**src/rtl/regfile_wb_arbiter.sv**
```systemverilog
// Round-robin arbiter for two write-back requesters (ALU and load) feeding one
// register-file write port. It also keeps a per-register busy scoreboard.
module regfile_wb_arbiter #(
    parameter int DW = 32,
    parameter int AW = 5
) (
    input  logic               clk,
    input  logic               rst_n,
    input  logic               req0_valid,
    output logic               req0_ready,
    input  logic [AW-1:0]      req0_idx,
    input  logic [DW-1:0]      req0_data,
    input  logic               req1_valid,
    output logic               req1_ready,
    input  logic [AW-1:0]      req1_idx,
    input  logic [DW-1:0]      req1_data,
    input  logic               rsv_valid,
    input  logic [AW-1:0]      rsv_idx,
    output logic               wr_en,
    output logic [AW-1:0]      wr_idx,
    output logic [DW-1:0]      wr_data,
    output logic [2**AW-1:0]   busy
);

    localparam int NREG = 2**AW;

    logic              last_reg, last_next;
    logic              wr_en_reg, wr_en_next;
    logic [AW-1:0]     wr_idx_reg, wr_idx_next;
    logic [DW-1:0]     wr_data_reg, wr_data_next;
    logic [NREG-1:0]   busy_reg, busy_next;

    logic              grant1;
    logic              xfer;
    logic [AW-1:0]     xfer_idx;
    logic [DW-1:0]     xfer_data;

    // last_reg holds the requester granted on the most recent transfer;
    // on a tie the other requester wins.
    always_comb begin
        grant1 = 1'b0;
        if (req1_valid && (!req0_valid || !last_reg))
            grant1 = 1'b1;
    end

    // Ready is forced low while reset is held, independent of the clock.
    assign req0_ready = rst_n & req0_valid & ~grant1;
    assign req1_ready = rst_n & req1_valid &  grant1;
    assign xfer       = req0_ready | req1_ready;
    assign xfer_idx   = grant1 ? req1_idx  : req0_idx;
    assign xfer_data  = grant1 ? req1_data : req0_data;

    always_comb begin
        last_next    = last_reg;
        wr_en_next   = 1'b0;
        wr_idx_next  = wr_idx_reg;
        wr_data_next = wr_data_reg;
        if (xfer) begin
            last_next = grant1;
            if (xfer_idx != '0) begin
                wr_en_next   = 1'b1;
                wr_idx_next  = xfer_idx;
                wr_data_next = xfer_data;
            end
        end
    end

    // Per-register scoreboard bit: a new reservation beats a same-edge clear.
    generate
        for (genvar gi = 0; gi < NREG; gi++) begin : g_busy
            if (gi == 0) begin : g_zero
                assign busy_next[gi] = 1'b0;
            end else begin : g_bit
                logic set_bit;
                logic clr_bit;
                assign set_bit       = rsv_valid && (rsv_idx == AW'(gi));
                assign clr_bit       = wr_en_next && (xfer_idx == AW'(gi));
                assign busy_next[gi] = set_bit | (busy_reg[gi] & ~clr_bit);
            end
        end
    endgenerate

    always_ff @(posedge clk or negedge rst_n) begin
        if (!rst_n) begin
            last_reg    <= 1'b1;
            wr_en_reg   <= 1'b0;
            wr_idx_reg  <= '0;
            wr_data_reg <= '0;
            busy_reg    <= '0;
        end else begin
            last_reg    <= last_next;
            wr_en_reg   <= wr_en_next;
            wr_idx_reg  <= wr_idx_next;
            wr_data_reg <= wr_data_next;
            busy_reg    <= busy_next;
        end
    end

    assign wr_en   = wr_en_reg;
    assign wr_idx  = wr_idx_reg;
    assign wr_data = wr_data_reg;
    assign busy    = busy_reg;

endmodule

```
**config.mk**
```make
export PLATFORM = sky130hd
export DESIGN_NAME = regfile_wb_arbiter
export DESIGN_NICKNAME = d
export VERILOG_FILES = /design/src/rtl/regfile_wb_arbiter.sv
export SDC_FILE = /design/constraint.sdc
export NUM_CORES = 1
export LEC_CHECK = 0
export CORE_ASPECT_RATIO = 1.25
export CORE_MARGIN = 2
export CORE_UTILIZATION = 45
export CTS_CLUSTER_SIZE = 28
export DETAILED_ROUTE_END_ITERATION = 8
export PLACE_DENSITY = 0.86
export SYNTH_ARGS = -nofsm -noshare
export SYNTH_HDL_FRONTEND = slang
export SYNTH_SLANG_ARGS = --single-unit
```
**constraint.sdc**
```tcl
create_clock -name clk -period 6.1 [get_ports clk]
set_input_delay 0.61 -clock clk [delete_from_list [all_inputs] [get_ports clk]]
set_output_delay 0.61 -clock clk [all_outputs]
set_load 0.05 [all_outputs]
```
==> impl_metrics.py <==
metrics = {
    "clocking": {
        "post_cts_buffers": 0,
        "cts_sinks": 70,
        "cts_tree": "done",
        "cts_root_buffer": "clkbuf_8",
        "cts_resized": 0,
        "cts_buffers": 9,
        "cts_hold_buf": 0,
        "clk_pin_slew_ns": 0.07,
        "clk_latency_ns": 0.34,
        "ctsLongestPathBuffers": 2,
        "htree_levels": 3,
    },
    "route": {
        "drtIter0Drc": 145,
        "totalWireLength_um": 10200,
        "vias": 3364,
        "wl_per_cell_um": 16.2,
        "wl_met2_um": 5160,
        "wl_met3_um": 707,
        "wl_met1_um": 4020,
        "via_per_inst": 5.37,
        "topRoutingLayerUsed": "met4",
        "drc": 0,
        "ant_nets": 0,
        "first_pass_iters": 4,
    },
    "sta": {
        "fmax_mhz": 265,
        "tns_ns": 0,
        "setup_viol": 0,
        "slew_viol_final": 0,
        "fin_skew_ns": 0.00975,
        "min_period_ns": 3.77,
        "hold_viol_final": 0,
        "finalHoldWorstSlack_ns": 0.401,
        "slew_headroom_pct": 17.1,
        "rsz0062_at_grt": "no",
        "max_slew.worst_pin.slew_ns": 1.24,
        "period_share_pct": 61.8,
    },
    "grt": {
        "grt_max_degree": 78,
        "first_global_vias": 3459,
        "antenna_found_initial": 0,
        "grt_pass1_wl_um": 16400,
        "overflow": 0,
        "track_usage_pct": 23.7,
    },
    "cells_and_area": {
        "num_antenna_cells": 0,
        "layout-drive-gt1-share_pct": 6.20,
        "fin_util_pct": 68.6,
        "largest_reg_flops": 32,
        "nFillCells": 642,
        "fin_nets": 611,
        "area_growth_pct": 49.1,
    },
    "floorplan": {
        "die_area_um2": 8650,
        "core_area_um2": 7750,
        "die_y_um": 103,
        "pin_count": 156,
        "start_util_pct": 46.0,
        "placementRows": 36,
        "die_w_um": 83.6,
    },
    "critical_path": {
        "slowest_delay_ns": 0.86,
        "crit_path_start_kind": "input pin",
        "cp_common_cell": "clkdlybuf4s50_1",
        "crit_path_start": "req0_valid",
        "end_kind": "output port",
        "timing.rr.start": "last_reg$_DFFE_PN1P_",
        "reg2reg_setup_slack_ns": 2.88,
        "path_cells": "clkdlybuf4s50_1 -> a21bo_2 -> and3_1 -> clkdlybuf4s50_1",
        "worstPathMaxFanout": 49,
        "worst_ep_required_time_ns": 5.49,
        "crit_family": "buffers and inverters",
        "cp_slowest_cell": "a21bo_2",
        "critical_path_class": "in -> out",
        "reg2regPathDepth": 4,
        "reg2reg_to": "wr_data[30]$_DFFE_PN0P_",
        "arrival_ns": 3.16,
        "worst-path-buf-inv": 2,
    },
    "place": {
        "portBuffers": 154,
        "dp_hpwl_um": 7350,
        "place_congestion": 0.920,
    },
    "synth": {
        "netlist_instances": 380,
        "synth_fp_nets": 464,
        "synth_top_family_by_area": "simple AND/OR/NAND/NOR gates",
        "avgSynthCellArea_um2": 9.38,
        "synth.area.top_cells": "dfrtp_1, nand2_1, mux2_1",
        "synthXorXnorAreaFrac_pct": 0,
        "yosysTopAreaCell": "dfrtp_1",
        "synth-edff-count": 0,
        "yosys_register_bits": 70,
        "ys_seq_area_share_pct": 49.2,
        "synthMuxAreaShare_pct": 14.4,
        "synthAdderAreaFrac_pct": 0,
        "synth_compound_area_share_pct": 11.4,
        "synth_warnings": 0,
        "synthesis.area_um2": 3560,
        "synth_cell_type_count": 37,
        "synthFlopType": "dfrtp_1",
        "netlist.area_leader.share_pct": 48.5,
        "ys_top_cells_by_count": "nand2_1, dfrtp_1, mux2_1, o31ai_1, o21ai_0",
        "synthArstFlopShare_pct": 100,
        "synthMostInstantiatedCell": "nand2_1",
        "synth-simple-area-share_pct": 21.7,
    },
    "run": {
        "drv_cap": 0,
    },
    "power": {
        "p_leak_nw": 2.33,
        "p_per_area_nw_per_um2": 354,
        "vdd_ir_drop_max_uv": 285,
    },
    "min_path": {
        "hp-class": "in -> async",
    },
    "run_status": {
        "status": "completed",
    },
}
## cell usage in the layout (no fill, tap or decap), drive strengths merged, types with 2 or more instances in the layout
master and instances:
nand2 143, clkinvlp 3, nor4 2, clkinv 3, o31ai 18, inv 4
o21ai 16, nand3b 3, nand3 4, a21oi 4, nand2b 3, dfrtp 69
nor2 12, clkbuf 10, mux2 39, o41ai 12, and2 2, clkdlybuf4s50 153
mux2i 7, nor2b 11
## report_power, final
part	leakage [nW]	total, mW	switching (mW)	internal [mW]
clock	0.0841	0.335	0.178	0.156
combinational	1.42	0.909	0.589	0.320
sequential	0.827	0.639	0.0643	0.575
## worst max-delay path by stage
stage	end	cells past startpoint
finish	req0_ready	4
global route	req0_ready	4
CTS	req0_ready	4
detailed placement	wr_data[30]$_DFFE_PN0P_	5
global placement	wr_data[30]$_DFFE_PN0P_	5
floorplan	req1_ready	4
## worst reg2reg max path, stage by stage, from the launching register on
cell and delay (ns):
dfstp_2 0.60, a21bo_2 0.82, mux2_4 0.38, o21ai_4 0.88, mux2_2 0.43
## per-layer routing
layer  GRT usage [%]  up-vias
li1                -     1597
met1            26.6     1606
met2            43.0      140
met3            5.08       21
met4            11.9        0
met5               0        -
## stage by stage
stage / instance area (µm²) / std cells / total power, mW / setup WS, ns
floorplan: 3560 / 380 / 1.21 / 3.58
finish: 5310 / 627 / 1.88 / 2.33
global placement: 5140 / 611 / 1.54 / 2.23
global route: 5310 / 627 / 1.96 / 2.20
CTS: 5310 / 627 / 1.90 / 2.33
detailed placement: 5140 / 611 / 1.56 / 2.14
## layout make-up
cell class	count	area, µm²	share of cell area, %
Tap cell	95	119	2.24
Clock buffer	10	138	2.59
Inverter	4	15.0	0.283
Clock inverter	6	37.5	0.707
Multi-Input combinational cell	288	1710	32.2
Sequential cell	70	1750	33.0
Timing Repair Buffer	154	1540	29.0
## cells by family after synthesis
group | after synthesis
multiplexers | 46
buffers and inverters | 22
other | 1
AO/OA/AOI/OAI | 56
AND/OR/NAND/NOR | 185
flip-flops | 70
Power figures use the tool's default switching activity.
